## src/rtl/block_stream_arbiter_pkg.sv

```systemverilog
// Shared types for the block stream arbiter: FSM states, requester identity,
// and the default block size.
package block_stream_arbiter_pkg;

  localparam int unsigned BYTES_PER_BLOCK_DEF = 16;

  typedef enum logic [1:0] {
    ST_IDLE,
    ST_STREAM,
    ST_DONE
  } state_t;

  typedef enum logic {
    SRC_A = 1'b0,
    SRC_B = 1'b1
  } src_t;

endpackage

```

## src/rtl/block_stream_arbiter_byte_serializer.sv

```systemverilog
// Paced byte emitter: holds one captured block and releases one byte every
// BYTE_PERIOD cycles while running, index 0 first.
module block_byte_serializer
  import block_stream_arbiter_pkg::*;
#(
  parameter int unsigned BYTES_PER_BLOCK = BYTES_PER_BLOCK_DEF,
  parameter int unsigned BYTE_PERIOD     = 4
) (
  input  logic                            clk_in,
  input  logic                            rst_in,
  input  logic                            i_load,
  input  logic [BYTES_PER_BLOCK-1:0][7:0] i_block,
  input  logic                            i_run,
  output logic [7:0]                      o_byte,
  output logic                            o_byte_valid,
  output logic                            o_last
);

  localparam int unsigned IDX_SEL_W = (BYTES_PER_BLOCK > 1) ? $clog2(BYTES_PER_BLOCK) : 1;
  localparam logic [7:0]  PACE_LAST = 8'(BYTE_PERIOD - 1);
  localparam logic [4:0]  IDX_LAST  = 5'(BYTES_PER_BLOCK - 1);

  logic [BYTES_PER_BLOCK-1:0][7:0] r_buf;
  logic [4:0]                      r_idx;
  logic [7:0]                      r_pace;
  logic [7:0]                      r_hold;
  logic                            w_emit;
  logic [7:0]                      w_cur;

  always_comb begin
    w_emit = i_run && (r_pace == PACE_LAST);
    w_cur  = r_buf[r_idx[IDX_SEL_W-1:0]];
  end

  always_ff @(posedge clk_in) begin
    if (i_load) r_buf <= i_block;
  end

  always_ff @(posedge clk_in) begin
    if (rst_in) begin
      r_idx  <= '0;
      r_pace <= '0;
      r_hold <= '0;
    end else if (i_load) begin
      r_idx  <= '0;
      r_pace <= '0;
    end else if (i_run) begin
      if (w_emit) begin
        r_pace <= '0;
        r_idx  <= r_idx + 5'd1;
        r_hold <= w_cur;
      end else begin
        r_pace <= r_pace + 8'd1;
      end
    end
  end

  // The emitted byte is presented in the same cycle the pace counter tops out;
  // between emissions the last byte is held.
  assign o_byte       = w_emit ? w_cur : r_hold;
  assign o_byte_valid = w_emit;
  assign o_last       = w_emit && (r_idx == IDX_LAST);

endmodule

```

## src/rtl/block_stream_arbiter.sv

```systemverilog
// Round-robin arbiter between two block requesters; the granted block is
// streamed out byte by byte by block_byte_serializer.
module block_stream_arbiter
  import block_stream_arbiter_pkg::*;
#(
  parameter int unsigned BYTES_PER_BLOCK = BYTES_PER_BLOCK_DEF,
  parameter int unsigned BYTE_PERIOD     = 4
) (
  input  logic                            clk_in,
  input  logic                            rst_in,
  input  logic                            a_valid_in,
  input  logic [BYTES_PER_BLOCK-1:0][7:0] a_block_in,
  output logic                            a_ready_out,
  input  logic                            b_valid_in,
  input  logic [BYTES_PER_BLOCK-1:0][7:0] b_block_in,
  output logic                            b_ready_out,
  input  logic                            abort_in,
  output logic [7:0]                      byte_out,
  output logic                            byte_valid_out,
  output logic                            src_out,
  output logic                            done_out,
  output logic                            busy_out
);

  state_t r_state;
  state_t w_next;
  src_t   r_ptr;
  src_t   r_src;

  logic                            w_pick_b;
  logic                            w_take;
  logic                            w_run;
  logic                            w_last;
  logic [BYTES_PER_BLOCK-1:0][7:0] w_block;

  always_comb begin
    w_pick_b = b_valid_in && (!a_valid_in || (r_ptr == SRC_B));
    w_take   = (r_state == ST_IDLE) && !rst_in && (a_valid_in || b_valid_in);
    w_block  = w_pick_b ? b_block_in : a_block_in;
    w_run    = (r_state == ST_STREAM);
    w_next   = r_state;
    case (r_state)
      ST_IDLE:   if (w_take) w_next = ST_STREAM;
      // abort on the final byte still lets it out but skips DONE
      ST_STREAM: begin
        if (w_last)        w_next = abort_in ? ST_IDLE : ST_DONE;
        else if (abort_in) w_next = ST_IDLE;
      end
      ST_DONE:   w_next = ST_IDLE;
      default:   w_next = ST_IDLE;
    endcase
  end

  always_ff @(posedge clk_in) begin
    if (rst_in) begin
      r_state <= ST_IDLE;
      r_ptr   <= SRC_A;
      r_src   <= SRC_A;
    end else begin
      r_state <= w_next;
      if (w_take) r_src <= w_pick_b ? SRC_B : SRC_A;
      if (w_run && w_last && !abort_in) r_ptr <= (r_src == SRC_A) ? SRC_B : SRC_A;
    end
  end

  block_byte_serializer #(
    .BYTES_PER_BLOCK (BYTES_PER_BLOCK),
    .BYTE_PERIOD     (BYTE_PERIOD)
  ) u_ser (
    .clk_in       (clk_in),
    .rst_in       (rst_in),
    .i_load       (w_take),
    .i_block      (w_block),
    .i_run        (w_run),
    .o_byte       (byte_out),
    .o_byte_valid (byte_valid_out),
    .o_last       (w_last)
  );

  assign a_ready_out = w_take && !w_pick_b;
  assign b_ready_out = w_take && w_pick_b;
  assign src_out     = r_src;
  assign done_out    = (r_state == ST_DONE);
  assign busy_out    = (r_state != ST_IDLE);

endmodule

```

## config.mk

```make
export PLATFORM = sky130hd
export DESIGN_NAME = block_stream_arbiter
export DESIGN_NICKNAME = d
export VERILOG_FILES = /design/src/rtl/block_stream_arbiter_pkg.sv /design/src/rtl/block_stream_arbiter_byte_serializer.sv /design/src/rtl/block_stream_arbiter.sv
export SDC_FILE = /design/constraint.sdc
export NUM_CORES = 1
export LEC_CHECK = 0
export ABC_CLOCK_PERIOD_IN_PS = 7200
export CAP_MARGIN = 15
export CORE_ASPECT_RATIO = 0.5
export CORE_UTILIZATION = 47
export CTS_BUF_LIST = sky130_fd_sc_hd__clkbuf_2
export CTS_CLUSTER_DIAMETER = 100
export CTS_CLUSTER_SIZE = 30
export DETAILED_ROUTE_END_ITERATION = 12
export PLACE_DENSITY = 0.86
export SLEW_MARGIN = 20
export SYNTH_ARGS = -nofsm -noshare
export SYNTH_HDL_FRONTEND = slang
export SYNTH_SLANG_ARGS = --single-unit
```

## constraint.sdc

```tcl
create_clock -name clk_in -period 7.2 [get_ports clk_in]
set_input_delay 1.44 -clock clk_in [delete_from_list [all_inputs] [get_ports clk_in]]
set_output_delay 1.44 -clock clk_in [all_outputs]
set_load 0.02 [all_outputs]
```

* Word level (Yosys, flattened, before mapping)
Index checks and enable logic that the tools add are counted.
** Storage, ports and cells
- Register bits :: 153
- Bits in latches :: 0
- RAM bits :: 0
- ROM bits :: 0
- Input bits :: 261
- Output and inout port bits :: 14
- Word-level logic and storage cells :: 65
- Memories :: 0
** Operators by class
- Add/sub/neg operators :: 2
- Multipliers :: 0
- Divide/modulo/power cells :: 0
- Magnitude comparators :: 1
- Eq/ne operators :: 6
- Shift operators :: 0
- Mux-type cells :: 12
- Bitwise gates (word level) :: 1
- Reductions and logical operators :: 21
** Operator list (number)
- 2-to-1 mux 128 bit :: 1
- binary-select mux 8 bit (select 4 bit) :: 1
- 2-to-1 mux 8 bit :: 3
- logical AND 1 bit :: 9
- adder 8 x 1 -> 8 bit (second input constant) :: 1
- == test 8 x 2 -> 1 bit (second input constant) :: 1
- 2-to-1 mux 2 bit :: 4
- AND reduction 2 bit :: 3
- adder 5 x 1 -> 5 bit (second input constant) :: 1
- == test 5 x 4 -> 1 bit (second input constant) :: 1
- < comparator 4 x 5 -> 1 bit (second input constant) :: 1
- zero test 1 bit :: 4
- case mux 2 bit (2 select lines) :: 1
- != test 3 bit (second input constant) :: 1
- == test 2 x 1 -> 1 bit (second input constant) :: 1
- == test 2 bit (second input constant) :: 1
- zero test 2 bit :: 1
- logical OR 1 bit :: 2
- 2-to-1 mux 1 bit :: 2
- != test 2 bit (second input constant) :: 1
- nonzero test 2 bit :: 1
- OR reduction 2 bit :: 1
- NOT 1 bit :: 1

* Logic depth before layout (Yosys ltp)
- Word-level depth :: 5
- Depth in mapped cells :: 8
- Mapped depth without buffers :: 6

* Cells and area by module
A second synthesis with hierarchy kept.
** Second synthesis, totals
- Cells, all modules :: 514
- Area, all modules :: 8099.0 µm²
** By module, submodules not included
- block_byte_serializer :: times used 1, cells each 346, area each 5955.7 µm², seq. area each 4264.1 µm²
- block_stream_arbiter :: times used 1, cells each 168, area each 2143.3 µm², seq. area each 80.1 µm²

* Worst setup path after synthesis
OpenSTA, ideal clock, no wires.
- Path type :: in2out
- Start point :: input port rst_in
- End point :: output port a_ready_out
- Data arrival time :: 4.855 ns
- Required time :: 5.760 ns
- Path slack :: 0.905 ns
- Cell stages on the path :: 3
- Path buffers :: 0
- Cells stage by stage :: or3_1 inv_1 and2_1
** Between the ends
- Cells in the longest elaborated chain, start to end :: 4
** Ends and longest elaborated chain
- from (decl) :: RTL line block_stream_arbiter.sv:10 : input logic rst_in,
- zero test 1 bit :: RTL line block_stream_arbiter.sv:38 : w_take = (r_state == ST_IDLE) && !rst_in && (a_valid_in || b_valid_in);
- logical AND 1 bit (2 in series) :: RTL line block_stream_arbiter.sv:38
- net u_ser.i_load :: RTL line block_stream_arbiter_byte_serializer.sv:11 : input logic i_load,
- logical AND 1 bit :: RTL line block_stream_arbiter.sv:80 : assign a_ready_out = w_take && !w_pick_b;
- to (decl) :: RTL line block_stream_arbiter.sv:13 : output logic a_ready_out,
The timed path passes the listed nets, and every way through them passes these cells.

* Worst setup path after layout
Same ends and word-level chain as after synthesis.

==> flow_summary.toml <==
[critical_path]
crit_arrival_ns = 4.18
reg2reg_from = "r_state[0]$_SDFFE_PP0P_"
path_max_fanout = 66
crit_end = "a_ready_out"
critPathKind = "input port to output pin"
startpoint = "rst_in"
crit_path_start_kind = "input port"
required_ns = 5.76
worstRegToRegCells = 5
regToRegSetupSlack_ns = 4.39
end_kind = "output pin"
r2r_end = "u_ser.r_buf[113]$_DFFE_PP_"

[synth]
netlist_area_mm2 = 0.00766
syn_avg_cell_area_um2 = 15.8
synth_nets = 749
synth_top_family_by_area = "multiplexers"
synth_compound_area_share_pct = 4.78
synth-simple-area-share_pct = 4.49
synth_warnings = 0
synth_cells = 485
synth.area.mux_share_pct = 29.4
yosysUniqueCellTypes = 42
synth-seq-cells = 153
synth_xor_area_share_pct = 1.03
yosysSeqAreaShare_pct = 56.7
synthAdderAreaFrac_pct = 0.490

[timing]
finalSetupViolations = 0
rsz0062_at_grt = "false"
hold_viol_final = 0
hold_ws_ns = 0.502
max_slew.worst_pin.slew_ns = 1.06
fmax_ghz = 0.178
fin_crit_sh_pct = 78.0
period_needed_ns = 5.62
skew_ns = 0.0416
tns_ns = 0
max_slew_margin_pct = 29.5
drv_slew = 0

[finish]
nets = 1017
antenna_cells = 0
regArea_mm2 = 0.00435
syn_to_final_growth_pct = 40.1
multi_input_area_mm2 = 0.00310
drive_gt1_share_pct = 27.2
design_area_mm2 = 0.0107
fillers = 1074

[cts]
clk_latency_ns = 0.69
post_cts_resized = 0
numClockSinks = 153
postCtsSetupRepairBufs = 0
h-tree-depth = 4
cts-root-buf = "clkbuf_2"
tritoncts = "built"
cts-buffers-inserted = 17
clk_pin_slew_ns = 0.23
ctsHoldBuffers = 0
clk_path_buf_depth = 2

[placement]
place.gp.congestion = 0.775
placed_cell_area_mm2 = 0.0105
hpwl_um = 12800
portBuffers = 274

[global_route]
grt-ovfl-total = 0
grt_max_degree = 87
antenna_found_initial = 0
grt_use_total_pct = 20.5
grt_pass1_wl_um = 26100
grt_pass1_vias = 5234

[floorplanning]
dieArea_mm2 = 0.0169
core_area_mm2 = 0.0157
io_pins = 275
start_util_pct = 49.0
die_x_um = 183
row_count = 32
fp.dieH_um = 92.3

[power_and_ir_drop]
power.density_mw_per_mm2 = 162
power_leakage_nw = 3.61
ir_drop_mv = 0.0828

[route]
wl_per_cell_um = 17.2
drt-initial-drc-count = 273
wirelength_um = 16900
drcViolationCount = 0
antenna_left = 0
vias = 5091
via_per_inst = 5.16
drtPass1Iterations = 4

[min_path]
hold_class = "register to register"

[outcome]
outcome = "finished clean"

[flow_run]
cap_violations = 0
## worst min-delay path by stage
stage                          from                    to  depth (start not counted)
2_1_floorplan    r_ptr$_SDFFE_PP0P_    r_ptr$_SDFFE_PP0P_                          2
3_3_place_gp   src_out$_SDFFE_PP0P_  src_out$_SDFFE_PP0P_                          2
3_5_place_dp   src_out$_SDFFE_PP0P_  src_out$_SDFFE_PP0P_                          2
4_1_cts        src_out$_SDFFE_PP0P_  src_out$_SDFFE_PP0P_                          2
5_1_grt        src_out$_SDFFE_PP0P_  src_out$_SDFFE_PP0P_                          2
6_report       src_out$_SDFFE_PP0P_  src_out$_SDFFE_PP0P_                          2
## per-layer routing
layer	vias up	track usage (%)	routed length (um)
li1	2443	-	-
met1	2465	25.9	6850
met2	171	36.0	8810
met3	12	3.74	1130
met4	0	6.30	142
met5	-	0	0
## state kept, by name, summed over array words and instances, names as in the netlist
signal,cells
u_ser.r_buf,128
r_ptr,1
u_ser.r_pace,8
src_out,1
u_ser.r_idx,5
r_state,2
u_ser.r_hold,8
## logic make-up after synthesis
logic type               after synthesis
flip-flops                           153
multiplexers                         178
adder cells (fa/ha/maj)                3
AND/OR/NAND/NOR                       63
XOR/XNOR                               9
AO/OA/AOI/OAI                         41
buffers and inverters                 38
## cells in the final DEF, fill, tap and decap left out, types with 2 or more instances in the layout
| cell type | instances |
|---|---|
| mux2_2 | 128 |
| xor2_1 | 6 |
| inv_6 | 4 |
| and2_1 | 2 |
| o22ai_1 | 9 |
| clkinvlp_4 | 3 |
| a21oi_1 | 10 |
| or2_1 | 8 |
| nand4_1 | 4 |
| ha_1 | 3 |
| clkdlybuf4s50_1 | 274 |
| or3_1 | 2 |
| nand3_1 | 4 |
| nand3b_1 | 2 |
| inv_1 | 6 |
| mux4_1 | 4 |
| mux4_2 | 20 |
| nor2b_1 | 2 |
| mux2i_1 | 26 |
| clkinv_4 | 6 |
| buf_4 | 5 |
| nand2_1 | 5 |
| edfxtp_1 | 128 |
| and3_1 | 3 |
| a211oi_2 | 15 |
| nor2_1 | 25 |
| clkbuf_2 | 18 |
| xnor2_1 | 3 |
| dfxtp_1 | 24 |
## through the flow
stage	util (%)	cells	total power, mW	setup slack (ns)
6_report	68.6	987	1.74	1.58
5_1_grt	68.6	987	1.82	1.41
4_1_cts	68.6	987	1.76	1.54
3_5_place_dp	67.3	955	1.35	1.56
3_3_place_gp	67.3	955	1.34	1.62
2_1_floorplan	-	485	1.18	0.905
## synthesized netlist by cell type, drive strengths merged
cell / count / area share, %
nand3b: 2 / 0.20
mux2i: 26 / 3.4
a211oi: 16 / 2.5
or2: 8 / 0.65
a2111oi: 1 / 0.13
nand4: 4 / 0.33
a31oi: 1 / 0.082
and2: 2 / 0.16
inv: 8 / 0.39
xor2: 6 / 0.69
clkbuf: 3 / 0.15
nor2: 25 / 1.2
dfxtp: 25 / 6.5
nand3: 5 / 0.39
mux4: 24 / 7.2
or3b: 1 / 0.11
nand2b: 1 / 0.082
nor4: 1 / 0.28
xnor2: 3 / 0.34
and4b: 1 / 0.13
and3b: 1 / 0.11
a311oi: 1 / 0.34
buf: 27 / 2.5
ha: 3 / 0.49
and3: 3 / 0.24
mux2: 128 / 19
nor2b: 2 / 0.16
nand2: 5 / 0.24
o21ai: 2 / 0.13
o31ai: 1 / 0.16
or3: 2 / 0.16
o22ai: 9 / 0.73
a21oi: 10 / 0.65
edfxtp: 128 / 50
## power by group
group          internal (mW)  leakage, nW  switching (mW)
sequential              1.03         1.41          0.0131
combinational          0.196         2.08          0.0941
clock                 0.0980        0.122           0.316
total                   1.32         3.61           0.424
## layout make-up
class | count | share of cell area, %
Sequential cell | 153 | 40.5
Multi-Input combinational cell | 294 | 28.8
Timing Repair Buffer | 279 | 25.9
Tap cell | 221 | 2.58
Clock inverter | 14 | 1.07
Clock buffer | 18 | 0.839
Inverter | 8 | 0.303
## worst max-delay path, stage by stage
cell             delay [ns]
clkdlybuf4s50_1        0.71
or3_1                  0.59
inv_4                  0.59
and2_1                 0.24
clkdlybuf4s50_1        0.60
Note: power is estimated with default switching activity, not from simulation.
